===== config.mk =====
export PLATFORM = sky130hd
export DESIGN_NAME = mult_share_scheduler_flat
export DESIGN_NICKNAME = d
export VERILOG_FILES = /design/src/rtl/mult_share_scheduler_if.sv /design/src/rtl/mult_share_scheduler.sv /design/src/flat_wrapper.sv
export SDC_FILE = /design/constraint.sdc
export NUM_CORES = 1
export LEC_CHECK = 0
export CAP_MARGIN = 20
export CORE_ASPECT_RATIO = 1.25
export CORE_MARGIN = 10
export CORE_UTILIZATION = 50
export CTS_BUF_LIST = sky130_fd_sc_hd__clkbuf_16
export CTS_CLUSTER_DIAMETER = 200
export DETAILED_ROUTE_END_ITERATION = 8
export GPL_TIMING_DRIVEN = 0
export PLACE_DENSITY = 0.78
export RECOVER_POWER = 25
export SLEW_MARGIN = 10
export SYNTH_ARGS = -nofsm -noshare
export SYNTH_HDL_FRONTEND = slang
export SYNTH_SLANG_ARGS = --single-unit

===== constraint.sdc =====
create_clock -name clk -period 6.5 [get_ports clk]
set_clock_uncertainty 0.1 [all_clocks]
set_input_delay 1.3 -clock clk [delete_from_list [all_inputs] [get_ports clk]]
set_output_delay 1.3 -clock clk [all_outputs]
set_load 0.005 [all_outputs]

===== src/rtl/mult_share_scheduler_if.sv =====
// Request/result bundle for one scheduler port: a valid/ready request channel
// plus the registered result strobe returned to the same requester.
interface mult_share_scheduler_if #(
  parameter int TAG_W = 4
);
  logic             valid;
  logic             ready;
  logic [8:0]       a;
  logic [8:0]       b;
  logic             sign;
  logic             half;
  logic [TAG_W-1:0] tag;
  logic             res_valid;
  logic [17:0]      res_c;
  logic [TAG_W-1:0] res_tag;

  // Requester side
  modport master (
    output valid, a, b, sign, half, tag,
    input  ready, res_valid, res_c, res_tag
  );

  // Scheduler side
  modport slave (
    input  valid, a, b, sign, half, tag,
    output ready, res_valid, res_c, res_tag
  );
endinterface


===== src/rtl/mult_share_scheduler.sv =====
// Two-port round-robin scheduler for the shared 9x9 fracturable multiplier.
// Compatible 4x4 requests from both ports are packed into one HALF_1 operation.
// Pipeline: accept -> issue register -> multiplier (comb) -> result register.
module mult_share_scheduler #(
  parameter int TAG_W = 4,
  parameter int CNT_W = 16
) (
  input  logic                 clk,
  input  logic                 reset,
  mult_share_scheduler_if.slave req0,
  mult_share_scheduler_if.slave req1,
  output logic [CNT_W-1:0]     op_count,
  output logic [CNT_W-1:0]     pack_count
);

  localparam logic [1:0] MODE_FULL = 2'd0;
  localparam logic [1:0] MODE_HALF = 2'd1;
  localparam logic [1:0] MODE_PACK = 2'd2;
  localparam logic [CNT_W-1:0] CNT_ONE = {{(CNT_W-1){1'b0}}, 1'b1};

  // Two's-complement (or plain) 4x4 product, 8-bit lane
  function automatic logic [7:0] mul4(input logic [3:0] x, input logic [3:0] y, input logic sgn);
    logic [7:0] xe;
    logic [7:0] ye;
    xe = sgn ? {{4{x[3]}}, x} : {4'b0000, x};
    ye = sgn ? {{4{y[3]}}, y} : {4'b0000, y};
    return xe * ye;
  endfunction

  // Two's-complement (or plain) 9x9 product, 18-bit result
  function automatic logic [17:0] mul9(input logic [8:0] x, input logic [8:0] y, input logic sgn);
    logic [17:0] xe;
    logic [17:0] ye;
    xe = sgn ? {{9{x[8]}}, x} : {9'b0_0000_0000, x};
    ye = sgn ? {{9{y[8]}}, y} : {9'b0_0000_0000, y};
    return xe * ye;
  endfunction

  // Widen an 8-bit half-mode lane to 18 bits according to the request sign
  function automatic logic [17:0] ext8(input logic [7:0] v, input logic sgn);
    return sgn ? {{10{v[7]}}, v} : {10'b00_0000_0000, v};
  endfunction

  logic [1:0]       grant_s;
  logic             pack_s;
  logic [8:0]       sel_a_s, sel_b_s;
  logic             sel_sign_s, sel_half_s;
  logic [17:0]      mul_c_s;
  logic [17:0]      lane0_c_s, lane1_c_s;

  logic             iss_valid_d, iss_valid_q;
  logic [8:0]       iss_a_d, iss_a_q;
  logic [8:0]       iss_b_d, iss_b_q;
  logic             iss_half0_d, iss_half0_q;
  logic             iss_half1_d, iss_half1_q;
  logic [1:0]       iss_mode_d, iss_mode_q;
  logic [1:0]       iss_mask_d, iss_mask_q;
  logic             iss_sign_d, iss_sign_q;
  logic [TAG_W-1:0] iss_tag0_d, iss_tag0_q;
  logic [TAG_W-1:0] iss_tag1_d, iss_tag1_q;

  logic             res0_valid_d, res0_valid_q;
  logic [17:0]      res0_c_d, res0_c_q;
  logic [TAG_W-1:0] res0_tag_d, res0_tag_q;
  logic             res1_valid_d, res1_valid_q;
  logic [17:0]      res1_c_d, res1_c_q;
  logic [TAG_W-1:0] res1_tag_d, res1_tag_q;

  logic             last_d, last_q;
  logic [CNT_W-1:0] op_count_d, op_count_q;
  logic [CNT_W-1:0] pack_count_d, pack_count_q;

  // Grant decision: pack compatible halves, else round-robin single grant
  always_comb begin
    grant_s = 2'b00;
    pack_s  = 1'b0;
    if (reset) begin
      grant_s = 2'b00;
    end else if (req0.valid && req1.valid && req0.half && req1.half &&
                 (req0.sign == req1.sign)) begin
      grant_s = 2'b11;
      pack_s  = 1'b1;
    end else if (req0.valid && req1.valid) begin
      // last_q names the port granted most recently; the other one wins
      grant_s = last_q ? 2'b01 : 2'b10;
    end else if (req0.valid) begin
      grant_s = 2'b01;
    end else if (req1.valid) begin
      grant_s = 2'b10;
    end else begin
      grant_s = 2'b00;
    end
  end

  assign req0.ready = grant_s[0];
  assign req1.ready = grant_s[1];

  // Operand selection for a single (unpacked) grant
  always_comb begin
    if (grant_s == 2'b10) begin
      sel_a_s    = req1.a;
      sel_b_s    = req1.b;
      sel_sign_s = req1.sign;
      sel_half_s = req1.half;
    end else begin
      sel_a_s    = req0.a;
      sel_b_s    = req0.b;
      sel_sign_s = req0.sign;
      sel_half_s = req0.half;
    end
  end

  // Issue register next state: multiplier inputs, mode, owners and tags
  always_comb begin
    iss_valid_d = (grant_s != 2'b00);
    iss_a_d     = iss_a_q;
    iss_b_d     = iss_b_q;
    iss_half0_d = iss_half0_q;
    iss_half1_d = iss_half1_q;
    iss_mode_d  = iss_mode_q;
    iss_sign_d  = iss_sign_q;
    iss_tag0_d  = iss_tag0_q;
    iss_tag1_d  = iss_tag1_q;
    iss_mask_d  = grant_s;
    case (grant_s)
      2'b11: begin
        // req0 rides the upper lane, req1 the lower lane; bit 4 is the guard gap
        iss_a_d     = {req0.a[3:0], 1'b0, req1.a[3:0]};
        iss_b_d     = {req0.b[3:0], 1'b0, req1.b[3:0]};
        iss_half0_d = 1'b0;
        iss_half1_d = 1'b1;
        iss_mode_d  = MODE_PACK;
        iss_sign_d  = req0.sign;
        iss_tag0_d  = req0.tag;
        iss_tag1_d  = req1.tag;
      end
      2'b01, 2'b10: begin
        if (sel_half_s) begin
          iss_a_d     = {5'b0_0000, sel_a_s[3:0]};
          iss_b_d     = {5'b0_0000, sel_b_s[3:0]};
          iss_half0_d = 1'b0;
          iss_half1_d = 1'b1;
          iss_mode_d  = MODE_HALF;
        end else begin
          iss_a_d     = sel_a_s;
          iss_b_d     = sel_b_s;
          iss_half0_d = 1'b1;
          iss_half1_d = 1'b0;
          iss_mode_d  = MODE_FULL;
        end
        iss_sign_d = sel_sign_s;
        if (grant_s[0]) begin
          iss_tag0_d = req0.tag;
        end else begin
          iss_tag1_d = req1.tag;
        end
      end
      default: begin
        iss_a_d = iss_a_q;
      end
    endcase
  end

  // Shared multiplier model: full 9x9 or two independent 4x4 lanes
  always_comb begin
    mul_c_s = 18'h0_0000;
    if (iss_half1_q) begin
      mul_c_s[7:0]   = mul4(iss_a_q[3:0], iss_b_q[3:0], iss_sign_q);
      mul_c_s[17:10] = mul4(iss_a_q[8:5], iss_b_q[8:5], iss_sign_q);
    end else if (iss_half0_q) begin
      mul_c_s = mul9(iss_a_q, iss_b_q, iss_sign_q);
    end else begin
      mul_c_s = 18'h0_0000;
    end
  end

  // Per-owner view of the multiplier output
  always_comb begin
    case (iss_mode_q)
      MODE_FULL: begin
        lane0_c_s = mul_c_s;
        lane1_c_s = mul_c_s;
      end
      MODE_HALF: begin
        lane0_c_s = ext8(mul_c_s[7:0], iss_sign_q);
        lane1_c_s = ext8(mul_c_s[7:0], iss_sign_q);
      end
      MODE_PACK: begin
        lane0_c_s = ext8(mul_c_s[17:10], iss_sign_q);
        lane1_c_s = ext8(mul_c_s[7:0], iss_sign_q);
      end
      default: begin
        lane0_c_s = mul_c_s;
        lane1_c_s = mul_c_s;
      end
    endcase
  end

  // Result register next state: strobe and route to the owning port(s)
  always_comb begin
    res0_valid_d = iss_valid_q && iss_mask_q[0];
    res1_valid_d = iss_valid_q && iss_mask_q[1];
    if (res0_valid_d) begin
      res0_c_d   = lane0_c_s;
      res0_tag_d = iss_tag0_q;
    end else begin
      res0_c_d   = res0_c_q;
      res0_tag_d = res0_tag_q;
    end
    if (res1_valid_d) begin
      res1_c_d   = lane1_c_s;
      res1_tag_d = iss_tag1_q;
    end else begin
      res1_c_d   = res1_c_q;
      res1_tag_d = res1_tag_q;
    end
  end

  // Round-robin pointer and statistics counters
  always_comb begin
    case (grant_s)
      2'b01:   last_d = 1'b0;
      2'b10:   last_d = 1'b1;
      default: last_d = last_q;
    endcase
    if (grant_s != 2'b00) begin
      op_count_d = op_count_q + CNT_ONE;
    end else begin
      op_count_d = op_count_q;
    end
    if (pack_s) begin
      pack_count_d = pack_count_q + CNT_ONE;
    end else begin
      pack_count_d = pack_count_q;
    end
  end

  // State registers; reset drops any in-flight operation
  always_ff @(posedge clk or posedge reset) begin
    if (reset) begin
      iss_valid_q  <= 1'b0;
      iss_a_q      <= 9'h000;
      iss_b_q      <= 9'h000;
      iss_half0_q  <= 1'b0;
      iss_half1_q  <= 1'b0;
      iss_mode_q   <= MODE_FULL;
      iss_mask_q   <= 2'b00;
      iss_sign_q   <= 1'b0;
      iss_tag0_q   <= '0;
      iss_tag1_q   <= '0;
      res0_valid_q <= 1'b0;
      res0_c_q     <= 18'h0_0000;
      res0_tag_q   <= '0;
      res1_valid_q <= 1'b0;
      res1_c_q     <= 18'h0_0000;
      res1_tag_q   <= '0;
      last_q       <= 1'b1;
      op_count_q   <= '0;
      pack_count_q <= '0;
    end else begin
      iss_valid_q  <= iss_valid_d;
      iss_a_q      <= iss_a_d;
      iss_b_q      <= iss_b_d;
      iss_half0_q  <= iss_half0_d;
      iss_half1_q  <= iss_half1_d;
      iss_mode_q   <= iss_mode_d;
      iss_mask_q   <= iss_mask_d;
      iss_sign_q   <= iss_sign_d;
      iss_tag0_q   <= iss_tag0_d;
      iss_tag1_q   <= iss_tag1_d;
      res0_valid_q <= res0_valid_d;
      res0_c_q     <= res0_c_d;
      res0_tag_q   <= res0_tag_d;
      res1_valid_q <= res1_valid_d;
      res1_c_q     <= res1_c_d;
      res1_tag_q   <= res1_tag_d;
      last_q       <= last_d;
      op_count_q   <= op_count_d;
      pack_count_q <= pack_count_d;
    end
  end

  assign req0.res_valid = res0_valid_q;
  assign req0.res_c     = res0_c_q;
  assign req0.res_tag   = res0_tag_q;
  assign req1.res_valid = res1_valid_q;
  assign req1.res_c     = res1_c_q;
  assign req1.res_tag   = res1_tag_q;
  assign op_count       = op_count_q;
  assign pack_count     = pack_count_q;

endmodule

===== src/flat_wrapper.sv =====
// flat-port wrapper written by rule: the top's interface ports become plain ports
module mult_share_scheduler_flat 
#(
  parameter int TAG_W = 4,
  parameter int CNT_W = 16
)
  (clk, reset, op_count, pack_count, req0_valid, req0_a, req0_b, req0_sign, req0_half, req0_tag, req0_ready, req0_res_valid, req0_res_c, req0_res_tag, req1_valid, req1_a, req1_b, req1_sign, req1_half, req1_tag, req1_ready, req1_res_valid, req1_res_c, req1_res_tag);
  mult_share_scheduler_if #(.TAG_W(TAG_W)) req0_i ();
  mult_share_scheduler_if #(.TAG_W(TAG_W)) req1_i ();
  input  logic clk;
  input  logic reset;
  output logic [CNT_W-1:0] op_count;
  output logic [CNT_W-1:0] pack_count;
  input wire logic [$bits(req0_i.valid)-1:0] req0_valid;
  input wire logic [$bits(req0_i.a)-1:0] req0_a;
  input wire logic [$bits(req0_i.b)-1:0] req0_b;
  input wire logic [$bits(req0_i.sign)-1:0] req0_sign;
  input wire logic [$bits(req0_i.half)-1:0] req0_half;
  input wire logic [$bits(req0_i.tag)-1:0] req0_tag;
  output wire logic [$bits(req0_i.ready)-1:0] req0_ready;
  output wire logic [$bits(req0_i.res_valid)-1:0] req0_res_valid;
  output wire logic [$bits(req0_i.res_c)-1:0] req0_res_c;
  output wire logic [$bits(req0_i.res_tag)-1:0] req0_res_tag;
  input wire logic [$bits(req1_i.valid)-1:0] req1_valid;
  input wire logic [$bits(req1_i.a)-1:0] req1_a;
  input wire logic [$bits(req1_i.b)-1:0] req1_b;
  input wire logic [$bits(req1_i.sign)-1:0] req1_sign;
  input wire logic [$bits(req1_i.half)-1:0] req1_half;
  input wire logic [$bits(req1_i.tag)-1:0] req1_tag;
  output wire logic [$bits(req1_i.ready)-1:0] req1_ready;
  output wire logic [$bits(req1_i.res_valid)-1:0] req1_res_valid;
  output wire logic [$bits(req1_i.res_c)-1:0] req1_res_c;
  output wire logic [$bits(req1_i.res_tag)-1:0] req1_res_tag;
  assign req0_i.valid = req0_valid;
  assign req0_i.a = req0_a;
  assign req0_i.b = req0_b;
  assign req0_i.sign = req0_sign;
  assign req0_i.half = req0_half;
  assign req0_i.tag = req0_tag;
  assign req0_ready = req0_i.ready;
  assign req0_res_valid = req0_i.res_valid;
  assign req0_res_c = req0_i.res_c;
  assign req0_res_tag = req0_i.res_tag;
  assign req1_i.valid = req1_valid;
  assign req1_i.a = req1_a;
  assign req1_i.b = req1_b;
  assign req1_i.sign = req1_sign;
  assign req1_i.half = req1_half;
  assign req1_i.tag = req1_tag;
  assign req1_ready = req1_i.ready;
  assign req1_res_valid = req1_i.res_valid;
  assign req1_res_c = req1_i.res_c;
  assign req1_res_tag = req1_i.res_tag;
  mult_share_scheduler #(.TAG_W(TAG_W), .CNT_W(CNT_W)) u_core (.clk(clk), .reset(reset), .req0(req0_i), .req1(req1_i), .op_count(op_count), .pack_count(pack_count));
endmodule

==> run_results.csv <==
group,metric,value,unit
critical_path,end_kind,"flop",
timing,min_cycle_time_layout,6.355,ns
cells_and_area,syn2layout_area_growth,22.79,%
yosys,synthDominantAreaCellType,"sky130_fd_sc_hd__dfrtp_1",
critical_path,critical_path.startpoint_type,"flop",
power,finalPower,7.073,mW
die,pin_count,132,
critical_path,critical_path_peak_fanout,10,
yosys,synthDistinctLibCells,51,
drt,drt_iter0_markers,604,
critical_path,critPathKind,"flop to flop",
yosys,syn-num-nets,1391,
cts,holdBufCountCts,0,
cells_and_area,final-instance-count-excl-fill,1567,
die,rows,59,
power,power_density,535.9,nW/um2
power,power.combinational.fraction,70.4,%
die,floorplan.die_area,27800,um2
timing,postLayoutSetupSlackWorst,0.1447,ns
die,die_h,183.9,um
yosys,ys_seq_elements,113,
drt,drt_drc_violations_left,0,
yosys,ys_dominant_reg_cell,"sky130_fd_sc_hd__dfrtp_1",
global_routing,grt_start_max_net_pins,91,
yosys,post_synth_instance_area,10750,um2
yosys,synth_seq_area_share,26.32,%
global_routing,gr-max-usage-layer,"met2",
power,p_clk_share,13.9,%
run,maxCapViolCount,0,
timing,timing_hold_violations_final,0,
global_routing,groute.usage.overall,20.95,%
die,floorplan.initialDensity,51.27,%
cts,root_buffer_selected_by_cts,"sky130_fd_sc_hd__clkbuf_16",
critical_path,worst_ep_required_time,6.75,ns
yosys,gate_count_after_technology_mapping,1130,
die,die_width,151.1,um
yosys,netlist_top_cells_count,"220 x sky130_fd_sc_hd__inv_1, 136 x sky130_fd_sc_hd__nand2_1, 118 x sky130_fd_sc_hd__fa_1, 112 x sky130_fd_sc_hd__dfrtp_1, 91 x sky130_fd_sc_hd__ha_1",
power,p_leak,6.516,nW
timing,max-slew-margin-rel,18.65,%
timing,final.period_utilization,97.77,%
die,floorplan.core_area,20970,um2
placement,routabilityCongestion,0.9326,
cts,cts_tree,"built",
timing,fin_hold_ws,0.3618,ns
global_routing,grt_remaining_overflow,0,
yosys,synth_top_area_cells,"sky130_fd_sc_hd__dfrtp_1 26%, sky130_fd_sc_hd__fa_1 22%, sky130_fd_sc_hd__ha_1 11%",
drt,route.detailed.wl_per_inst,17.91,um
cells_and_area,antenna_cells_inserted,0,
timing,report.final.setup_viol,0,
cts,clk_pin_slew_worst_paths,0.05,ns
timing,max_clock_freq,0.1574,GHz
critical_path,arrival_time_of_the_worst_setup_path,6.60,ns
power,seqPwrFrac,15.7,%
min_path,min_path_cells,2,
cells_and_area,layout-drive-gt1-share,7.038,%
placement,port_buffers,131,
timing,tns,0,ns
global_routing,wire_length_of_the_first_global_routing_pass,45990,um
drt,total_routed_length,28060,um
drt,vias,8316,
yosys,yosys.cell_count.top_type,"sky130_fd_sc_hd__inv_1",
timing,worst_pin_slew,1.214,ns
critical_path,r2r_cell_count,21,
timing,final_max_tran_viols,0,
cts,ctsLongestPathBuffers,2,
global_routing,first_global_vias,8999,
yosys,synth_async_sr_flop_share,100.0,%
yosys,synth-edff-count,0,
yosys,synthDominantCellAreaShare,26.07,%
drt,vias_per_cell,5.307,
power,internal_power,3.745,mW
global_routing,globalRouteMet3Util,5.788,%
power,vdd_drop_max,0.4274,mV
power,p_sw,3.328,mW
yosys,avgSynthCellArea,9.512,um2
status,status,"finished, final reports clean",
yosys,ys_warn_count,0,
global_routing,antenna_found_initial,0,
placement,hpwl,22620,um
global_routing,met2_usage,36.49,%
drt,drt_pass1_iterations,5,
cts,cts-htree-levels,4,
drt,route.antenna.remaining_nets,0,
cts,clk-insertion-delay-late,0.41,ns
cts,numCtsBuffers,17,
cells_and_area,nets,1543,
placement,place_inst,1536,
power,switching_share,47.05,%
cts,clock_sink_count,113,
global_routing,fraction_of_met1_tracks_used_by_global_routing,23.68,%
placement,dpl_worst_slack,-0.7662,ns
min_path,min-delay-path-class,"flop to flop",
## logic make-up after synthesis
group / Yosys count / share of synthesized area, %
simple gates: 289 / 12.78
buf+inv: 265 / 9.347
fa+ha+maj: 209 / 32.57
compound gates: 142 / 9.056
flops: 113 / 26.32
xor+xnor: 85 / 7.252
mux: 27 / 2.677
## critical path: stages, from the launching register on
cell                       delay, ns
sky130_fd_sc_hd__dfrtp_2        0.44
sky130_fd_sc_hd__clkbuf_4       0.21
sky130_fd_sc_hd__buf_4          0.21
sky130_fd_sc_hd__nand2_2        0.10
sky130_fd_sc_hd__inv_2          0.08
sky130_fd_sc_hd__fa_1           0.60
sky130_fd_sc_hd__inv_1          0.07
sky130_fd_sc_hd__fa_1           0.52
sky130_fd_sc_hd__fa_1           0.45
sky130_fd_sc_hd__fa_1           0.54
sky130_fd_sc_hd__fa_1           0.52
sky130_fd_sc_hd__fa_1           0.47
sky130_fd_sc_hd__xnor2_2        0.15
sky130_fd_sc_hd__xnor2_1        0.21
sky130_fd_sc_hd__xnor2_1        0.18
sky130_fd_sc_hd__xnor3_1        0.30
sky130_fd_sc_hd__xnor2_2        0.18
sky130_fd_sc_hd__xnor2_2        0.29
sky130_fd_sc_hd__a22oi_4        0.11
sky130_fd_sc_hd__buf_4          0.19
sky130_fd_sc_hd__o211ai_1       0.21
sky130_fd_sc_hd__o21a_1         0.15
## per-layer routing
metal	share of wire (%)	wire length, um	vias up
li1	-	-	3852
met1	38	10590	4120
met2	52	14610	279
met3	6.6	1866	65
met4	3.6	1001	0
met5	0	0	-
## timing repair
action                                  4_1_cts  5_1_grt
gates resized for setup                      20       22
pin swaps                                     4        7
endpoints found under the setup margin       16       16
hold endpoints to repair                      0        0
setup buffers                                 2        6
## state kept, by name, summed over array words and instances, names as in the netlist, 2 cells and up
signal / flops
u_core.iss_b_q: 9
u_core.iss_tag1_q: 4
u_core.req0.res_tag: 4
u_core.op_count: 16
u_core.pack_count: 16
u_core.iss_a_q: 9
u_core.iss_tag0_q: 4
u_core.req1.res_c: 18
u_core.req1.res_tag: 4
u_core.iss_mode_q: 2
u_core.req0.res_c: 18
u_core.iss_mask_q: 2
## power groups by stage
stage	logic, mW	registers [mW]	clock network [mW]
6_report	4.98	1.11	0.987
5_1_grt	5.56	1.14	1.03
4_1_cts	4.90	1.10	0.995
3_5_place_dp	4.77	1.09	0
3_3_place_gp	4.60	1.08	0
2_1_floorplan	3.28	1.06	0
## final cells by class
type | count | area (um2)
clock inverter | 13 | 195.2
clock buffer | 17 | 425.4
sequential | 113 | 2835
tap | 274 | 342.8
buffer | 37 | 166.4
timing repair buffer | 140 | 1411
multi-input combinational | 752 | 6992
fill | 1699 | 7766
inverter | 221 | 830.8
## per-stage QoR
step	util [%]	area, um2
after CTS	62.57	13120
final	62.96	13200
after floorplan	-	10750
after global placement	59.16	12400
after detailed placement	59.32	12440
after global routing	62.96	13200
## cell usage in the layout (no fill, tap or decap), types with 17 or more instances in the layout
cell type | netlist | final
sky130_fd_sc_hd__clkdlybuf4s50_1 | 0 | 130
sky130_fd_sc_hd__and2_1 | 59 | 59
sky130_fd_sc_hd__o22a_1 | 20 | 20
sky130_fd_sc_hd__nand2_1 | 136 | 132
sky130_fd_sc_hd__inv_1 | 220 | 220
sky130_fd_sc_hd__nor2_1 | 34 | 34
sky130_fd_sc_hd__o21ai_0 | 31 | 29
sky130_fd_sc_hd__xnor2_1 | 65 | 62
sky130_fd_sc_hd__clkbuf_1 | 36 | 22
sky130_fd_sc_hd__ha_1 | 91 | 90
sky130_fd_sc_hd__fa_1 | 118 | 117
sky130_fd_sc_hd__a21oi_1 | 29 | 27
sky130_fd_sc_hd__xor2_1 | 17 | 17
sky130_fd_sc_hd__dfrtp_1 | 112 | 107
sky130_fd_sc_hd__clkbuf_16 | 0 | 17
## final timing paths
path	slack (ns)	start	to
hold / removal	0.36	u_core.iss_tag1_q[1]	u_core.req1.res_tag[1]
setup reg to reg	0.14	u_core.iss_sign_q	u_core.req0.res_c[7]
setup / recovery	0.14	u_core.iss_sign_q	u_core.req0.res_c[7]
max in group asynchronous	3.84	reset	u_core.req0.res_c[4]
min in group asynchronous	1.52	reset	u_core.pack_count[14]
hold reg to reg	0.36	u_core.iss_tag1_q[1]	u_core.req1.res_tag[1]
(Power assumes the default switching activity.)
